**src/rtl/adc_spi_capture.sv**
```systemverilog
// SPI capture for the dual-channel 14-bit ADC: AD_CONV pulse, 34 SCK periods, two samples out.
// Optional build macro ADC_OFFSET_BINARY_EN delivers Va/Vb in offset binary (MSB inverted).
module adc_spi_capture #(
   parameter int SCK_HALF_DIV = 2
) (
   input  logic        CLK_50M,
   input  logic        reset,
   input  logic        startEnable,
   input  logic        SPI_MISO,
   output logic        SPI_SCK,
   output logic        AD_CONV,
   output logic        busy,
   output logic        dataValid,
   output logic [13:0] Va,
   output logic [13:0] Vb
);

   typedef enum logic [1:0] {
      ST_IDLE  = 2'd0,
      ST_CONV  = 2'd1,
      ST_SHIFT = 2'd2,
      ST_DONE  = 2'd3
   } state_t;

   localparam logic [7:0] L_HALF_LAST = 8'(SCK_HALF_DIV - 1);
   localparam logic [5:0] L_BIT_LAST  = 6'd33;

   state_t      r_state;
   logic [7:0]  r_half_cnt;
   logic [5:0]  r_bit_cnt;
   logic        r_phase;
   logic        r_sck;
   logic        r_ad_conv;
   logic        r_busy;
   logic        r_data_valid;
   logic [13:0] r_sh0;
   logic [13:0] r_sh1;
   logic [13:0] r_va;
   logic [13:0] r_vb;

   logic w_half_end;
   logic w_in_ch0;
   logic w_in_ch1;

   function automatic logic [13:0] fmt_sample(input logic [13:0] raw);
`ifdef ADC_OFFSET_BINARY_EN
      return {~raw[13], raw[12:0]};
`else
      return raw;
`endif
   endfunction

   assign w_half_end = (r_half_cnt == L_HALF_LAST);
   assign w_in_ch0   = (r_bit_cnt >= 6'd2)  && (r_bit_cnt <= 6'd15);
   assign w_in_ch1   = (r_bit_cnt >= 6'd18) && (r_bit_cnt <= 6'd31);

   // r_phase selects the low (0) or high (1) half of the current SCK period / AD_CONV window
   always_ff @(posedge CLK_50M) begin
      if (reset) begin
         r_state      <= ST_IDLE;
         r_half_cnt   <= 8'd0;
         r_bit_cnt    <= 6'd0;
         r_phase      <= 1'b0;
         r_sck        <= 1'b0;
         r_ad_conv    <= 1'b0;
         r_busy       <= 1'b0;
         r_data_valid <= 1'b0;
         r_sh0        <= 14'd0;
         r_sh1        <= 14'd0;
         r_va         <= 14'd0;
         r_vb         <= 14'd0;
      end else begin
         case (r_state)
            ST_IDLE: begin
               r_data_valid <= 1'b0;
               r_sck        <= 1'b0;
               if (startEnable) begin
                  r_state    <= ST_CONV;
                  r_ad_conv  <= 1'b1;
                  r_busy     <= 1'b1;
                  r_half_cnt <= 8'd0;
                  r_bit_cnt  <= 6'd0;
                  r_phase    <= 1'b0;
               end
            end
            ST_CONV: begin
               if (w_half_end) begin
                  r_half_cnt <= 8'd0;
                  if (r_phase) begin
                     r_state   <= ST_SHIFT;
                     r_ad_conv <= 1'b0;
                     r_bit_cnt <= 6'd0;
                     r_phase   <= 1'b0;
                  end else begin
                     r_phase <= 1'b1;
                  end
               end else begin
                  r_half_cnt <= r_half_cnt + 8'd1;
               end
            end
            ST_SHIFT: begin
               if (w_half_end) begin
                  r_half_cnt <= 8'd0;
                  if (!r_phase) begin
                     // This edge raises SCK, so MISO is taken now
                     r_phase <= 1'b1;
                     r_sck   <= 1'b1;
                     if (w_in_ch0) begin
                        r_sh0 <= {r_sh0[12:0], SPI_MISO};
                     end
                     if (w_in_ch1) begin
                        r_sh1 <= {r_sh1[12:0], SPI_MISO};
                     end
                  end else begin
                     r_phase <= 1'b0;
                     r_sck   <= 1'b0;
                     if (r_bit_cnt == L_BIT_LAST) begin
                        r_state      <= ST_DONE;
                        r_va         <= fmt_sample(r_sh0);
                        r_vb         <= fmt_sample(r_sh1);
                        r_data_valid <= 1'b1;
                     end else begin
                        r_bit_cnt <= r_bit_cnt + 6'd1;
                     end
                  end
               end else begin
                  r_half_cnt <= r_half_cnt + 8'd1;
               end
            end
            ST_DONE: begin
               r_state      <= ST_IDLE;
               r_data_valid <= 1'b0;
               r_busy       <= 1'b0;
            end
            default: begin
               r_state      <= ST_IDLE;
               r_sck        <= 1'b0;
               r_ad_conv    <= 1'b0;
               r_busy       <= 1'b0;
               r_data_valid <= 1'b0;
            end
         endcase
      end
   end

   assign SPI_SCK   = r_sck;
   assign AD_CONV   = r_ad_conv;
   assign busy      = r_busy;
   assign dataValid = r_data_valid;
   assign Va        = r_va;
   assign Vb        = r_vb;

endmodule

```
**config.mk**
```make
export PLATFORM = sky130hd
export DESIGN_NAME = adc_spi_capture
export DESIGN_NICKNAME = d
export VERILOG_FILES = /design/src/rtl/adc_spi_capture.sv
export SDC_FILE = /design/constraint.sdc
export NUM_CORES = 1
export LEC_CHECK = 0
export ABC_CLOCK_PERIOD_IN_PS = 2100
export CORE_AREA = 5 5 89 91
export CTS_CLUSTER_DIAMETER = 100
export CTS_CLUSTER_SIZE = 16
export DETAILED_ROUTE_END_ITERATION = 10
export DIE_AREA = 0 0 94 96
export GPL_ROUTABILITY_DRIVEN = 0
export PLACE_DENSITY = 0.74
export RECOVER_POWER = 50
export SLEW_MARGIN = 20
export SYNTH_ARGS = -nofsm -noshare
export SYNTH_HDL_FRONTEND = slang
export SYNTH_SLANG_ARGS = --single-unit
```
**constraint.sdc**
```tcl
create_clock -name CLK_50M -period 2.1 [get_ports CLK_50M]
set_clock_uncertainty 0.15 [all_clocks]
set_input_delay 0.42 -clock CLK_50M [delete_from_list [all_inputs] [get_ports CLK_50M]]
set_output_delay 0.42 -clock CLK_50M [all_outputs]
set_load 0.01 [all_outputs]
```
Yosys cells after proc, flatten, opt, wreduce, memory -nomap -nowiden. Index checks and enable logic that the tools add are counted.

Register bits after elaboration: 77. Bits of input ports: 4.

Add/sub/neg operators: 2. $lt $le $gt $ge: 4. Equality and inequality tests: 13. Muxes and demuxes: 31. Bitwise gates (word level): 1. Reductions and logical operators: 22.

Operators with widths (count): 2-to-1 mux 6 bit (6); AND reduction 4 bit (5); case mux 6 bit (3 select lines) (1); 2-to-1 mux 8 bit (2); case mux 8 bit (2 select lines) (1); inequality test 2 bit (second input constant) (7); 2-to-1 mux 2 bit (6); case mux 1 bit (2 select lines) (5); nonzero test 2 bit (5); 2-to-1 mux 1 bit (9); adder 8 x 1 -> 8 bit (second input constant) (1); equality test 8 x 1 -> 1 bit (second input constant) (1); case mux 2 bit (4 select lines) (1); AND reduction 7 bit (1); adder 6 x 1 -> 6 bit (second input constant) (1); equality test 6 bit (second input constant) (1); >= comparator 6 x 2 -> 1 bit (second input constant) (1); >= comparator 6 x 5 -> 1 bit (second input constant) (1); less-or-equal comparator 6 x 4 -> 1 bit (second input constant) (1); less-or-equal comparator 6 x 5 -> 1 bit (second input constant) (1); AND reduction 2 bit (3); AND reduction 6 bit (1); equality test 2 bit (second input constant) (2); OR reduction 2 bit (2); 7 further kinds (8).

Depth between registers and ports, before layout. Gate-level depths: netlist of run 1.

Word-level depth: 5. Depth in mapped cells: 8. Depth with buffers taken out: 6.

Worst setup path after synthesis of run 1. No wires, ideal clock.

Path type: flip-flop to flip-flop. From: register r_state[0]. To: register r_half_cnt[6]. Setup time: 66 ps. Arrival: 1927 ps. Slack: -43 ps. Stages on the path, launching flop included: 8. Period minus slack after synthesis: 2143 ps. Path through: dfxtp_1 -> inv_1 -> ha_1 -> nor2b_4 -> buf_6 -> or4b_4 -> or3_1 -> a21oi_2.

Cells in the longest elaborated chain, start to end: 4. Elaborated cells between the ends (all ways): 8. Classes of those cells: 3 x eq/ne; 1 x mux; 4 x reduce/logical.

RTL lines: from (decl) (RTL line 28) `state_t r_state;`; from (signal assigned) (RTL line 60) `r_state <= ST_IDLE;`; from (signal assigned) (RTL line 78) `r_state <= ST_CONV;`; from (signal assigned) (RTL line 90) `r_state <= ST_SHIFT;`; equality test 2 bit or equality test 2 x 1 -> 1 bit (tied branches) (RTL line 73) `case (r_state)`; OR reduction 2 bit (no source line); nonzero test 2 bit (no source line); AND reduction 2 bit (no source line); to (signal assigned) (RTL line 98) `r_half_cnt <= r_half_cnt + 8'd1;`; to (signal assigned) (RTL line 127) `r_half_cnt <= r_half_cnt + 8'd1;`; to (decl) (RTL line 29) `logic [7:0] r_half_cnt;`.

Several ways; a longest one is shown, not always the timed one. A chain may end at the register's enable or synchronous reset.

Final worst setup path of run 1.
From: register r_state[0]. To: register r_bit_cnt[3].

Cells in the longest elaborated chain, start to end: 3. Elaborated cells between the ends (all ways): 12. Classes of those cells: 8 x eq/ne; 1 x mux; 3 x reduce/logical.

RTL lines: equality test 2 bit (tied with other cells) (RTL line 73); inequality test 2 bit (no source line) or nonzero test 3 bit (tied branches); AND reduction 7 bit (no source line); to (signal assigned) (RTL line 123) `r_bit_cnt <= r_bit_cnt + 6'd1;`; to (decl) (RTL line 30) `logic [5:0] r_bit_cnt;`.

Several ways; a longest one is shown, not always the timed one.

==> impl_metrics.ini, run 1 <==
[route]
drt-initial-drc-count = 190
wirelength_um = 7780
via_per_inst = 5.43
drt-pass1-iter-count = 4
drtAntennaViolNets = 0
vias = 3034
wl_per_cell_um = 13.9
drcViolationCount = 0

[layout]
mostFrequentLayoutCells = dfxtp_1, nand2_1, a21oi_1
final_util = 0.604
fillerInstances = 643
multi_input_area_mm2 = 0.00175
final_common_cell = dfxtp_1
n_antenna_cell = 0
design_area_mm2 = 0.00426
layout-drive-gt1-share = 0.135
nNetsFinal = 471
syn_to_final_growth_pct = 22.6
regArea_mm2 = 0.00154

[yosys]
synthMuxAreaShare = 0.00612
synth_ff_type = dfxtp_1
async_flop_share = 0
synthCells = 414
synth-compound-area-share = 0.196
ys_types = 52
yosys.area_share.simple = 0.237
syn_avg_cell_area_um2 = 8.40
synth_edf_count = 0
synth.ff_latch_count = 77
ys_warn_count = 0
syn_nets = 430
netlist_area_mm2 = 0.00348
seq_area_frac_synth = 0.443
synth_xor_area_frac = 0.0126
synth_top_family_by_area = simple AND/OR/NAND/NOR gates
synth_fa_ha_area_frac = 0.0432

[critical_path]
critPathMaxFanout = 6
rr_startpoint = r_state[0]$_SDFFE_PP0P_
r2r-end = r_bit_cnt[3]$_SDFFE_PP0P_
critPathLaunchType = flip-flop
crit_required_ns = 2.21
endpoint_kind = flip-flop
r2r_cells = 7
critPathArrivalTime_ns = 2.17
crit_type = reg2reg
r2r_slack_ns = 0.04

[floorplanning]
ios = 36
die_y_um = 96
initial_utilization = 0.493
rows = 31
core_mm2 = 0.00706
die_width_um = 94
dieArea_mm2 = 0.00902

[clocking]
cts_made_buffers = 9
cts_resized = 1
h-tree-depth = 3
cts.sinks = 77
cts_max_path_buffers = 2
cts-root-buf = clkbuf_8
clk_latency_ns = 0.36
holdBufCountCts = 0
clk_pin_slew_ns = 0.08
cts_tree = done
post_cts_buffers = 0

[timing]
final.min_clock_period_ns = 2.06
rsz0062_at_grt = yes
fin_crit_sh = 0.981
relSlewSlack = 0.571
slew_violations = 0
max_clock_freq_ghz = 0.485
tightest_slew_ns = 0.643
holdWs_ns = 0.297
setup_ws_ns = 0.0402
hold_viol = 0
setup_violations = 0

[power_and_ir_drop]
comb_power_share = 0.202
p_int_mw = 2.57
p_leak_nw = 1.55
vdd_ir_drop_max_mv = 0.630
swShare = 0.283
power_switching_mw = 1.02
pwr-share-seq = 0.437
clockPowerShare = 0.361
p_per_area_mw_per_mm2 = 842

[grt]
grt_max_degree = 57
grtUsageTotal = 0.184
grt_pass1_wl_um = 13400
grt-ovfl-total = 0
antenna_found_initial = 0
grt_pass1_vias = 2942

[min_path]
min_path_cells = 2
hold_path_class = reg2reg
min_to = Vb[13]$_SDFFE_PP0P_
min_from = Vb[13]$_SDFFE_PP0P_

[status]
status = finished, final reports clean

[job]
cap_violations = 0

[placement]
dp_hpwl_um = 5090
dp_slack_ns = -0.137
place_area_mm2 = 0.00401
port_buffers = 35
## synth_stat cells (2+ instances only)
| cell | number | area (um^2) |
|---|---|---|
| buf_2 | 3 | 15.0 |
| a21oi_2 | 3 | 26.3 |
| nor2b_1 | 3 | 18.8 |
| ha_1 | 12 | 150 |
| xnor2_1 | 5 | 43.8 |
| buf_6 | 8 | 90.1 |
| nor3_1 | 3 | 15.0 |
| o21ai_1 | 2 | 10.0 |
| clkbuf_1 | 17 | 63.8 |
| and3_1 | 3 | 18.8 |
| nand4_1 | 5 | 31.3 |
| nor3b_1 | 3 | 22.5 |
| nand2_1 | 63 | 236 |
| a21oi_1 | 61 | 305 |
| or3_1 | 6 | 37.5 |
| a21o_1 | 2 | 15.0 |
| inv_1 | 11 | 41.3 |
| nor4b_1 | 2 | 17.5 |
| nand2b_1 | 5 | 31.3 |
| nand3_1 | 35 | 175 |
| o21ai_0 | 31 | 155 |
| o31ai_1 | 2 | 15.0 |
| nor2_1 | 17 | 63.8 |
| a2111oi_0 | 4 | 35.0 |
| o32ai_1 | 5 | 43.8 |
| dfxtp_1 | 77 | 1540 |
## critical path, stage by stage (launching register included)
cell and delay [ns]:
dfxtp_2 0.35, inv_1 0.11, ha_1 0.28, buf_4 0.16, nor2_1 0.04, a21oi_1 0.46, a2111oi_0 0.16, o32ai_1 0.26
## cell families after synthesis
| kind of cell | after synthesis |
|---|---|
| buf+inv | 40 |
| flops | 77 |
| fa+ha+maj | 12 |
| mux | 2 |
| xor+xnor | 5 |
| simple gates | 159 |
| compound gates | 119 |
## registers in the layout (all words and copies together), names as in the netlist, 2 cells and up
name / flops
Va: 14
r_bit_cnt: 6
r_sh1: 14
r_sh0: 14
r_state: 2
r_half_cnt: 8
Vb: 14
## metrics by stage
step | std cells | TNS, ns | power (mW)
floorplan | 414 | 0 | 2.06
global placement | 543 | -0.119 | 2.28
detailed placement | 543 | -0.324 | 2.31
CTS | 559 | 0 | 3.59
global route | 559 | -0.635 | 3.75
finish | 559 | 0 | 3.59
## cell type report
cell class / instances / share of cell area
well taps: 99 / 0.0290
flip-flops and latches: 77 / 0.362
clock buffers: 11 / 0.0355
repair buffers: 59 / 0.135
multi-input cells: 297 / 0.409
inverters: 11 / 0.00968
clock inverters: 5 / 0.0194
## layer usage
metal / up-vias / global-route usage / part of all wire
met5: - / 0 / 0
met4: 0 / 0.0987 / 0.020
met3: 17 / 0.0367 / 0.030
met2: 50 / 0.305 / 0.50
met1: 1430 / 0.226 / 0.45
li1: 1537 / - / -
## power groups by stage
stage               sequential [mW]  combinational [mW]  clock [mW]
CTS                            1.57               0.716        1.31
finish                         1.57               0.725        1.30
global route                   1.58               0.806        1.37
floorplan                      1.60               0.464           0
detailed placement             1.60               0.709           0
global placement               1.60               0.686           0
## how the worst max path moves through the flow
stage	startpoint	to	cells past startpoint
2_1_floorplan	r_state[0]$_SDFFE_PP0P_	r_half_cnt[6]$_SDFFE_PP0P_	7
3_3_place_gp	startEnable	r_half_cnt[6]$_SDFFE_PP0P_	5
3_5_place_dp	startEnable	r_half_cnt[6]$_SDFFE_PP0P_	5
4_1_cts	r_state[0]$_SDFFE_PP0P_	r_bit_cnt[2]$_SDFFE_PP0P_	6
5_1_grt	r_half_cnt[1]$_SDFFE_PP0P_	Vb[0]$_SDFFE_PP0P_	8
6_report	r_state[0]$_SDFFE_PP0P_	r_bit_cnt[3]$_SDFFE_PP0P_	7
No activity file was read; power rests on OpenSTA's default activity.
==> run 2: changes to the inputs <==
--- a/config.mk
+++ b/config.mk
@@ -14,6 +14,7 @@
 export GPL_ROUTABILITY_DRIVEN = 0
 export PLACE_DENSITY = 0.74
 export RECOVER_POWER = 50
+export SKIP_LAST_GASP = 1
 export SLEW_MARGIN = 20
 export SYNTH_ARGS = -nofsm -noshare
 export SYNTH_HDL_FRONTEND = slang
==> results of run 2 <==
No change in the layout: final DEF, timing and power equal those of run 1.
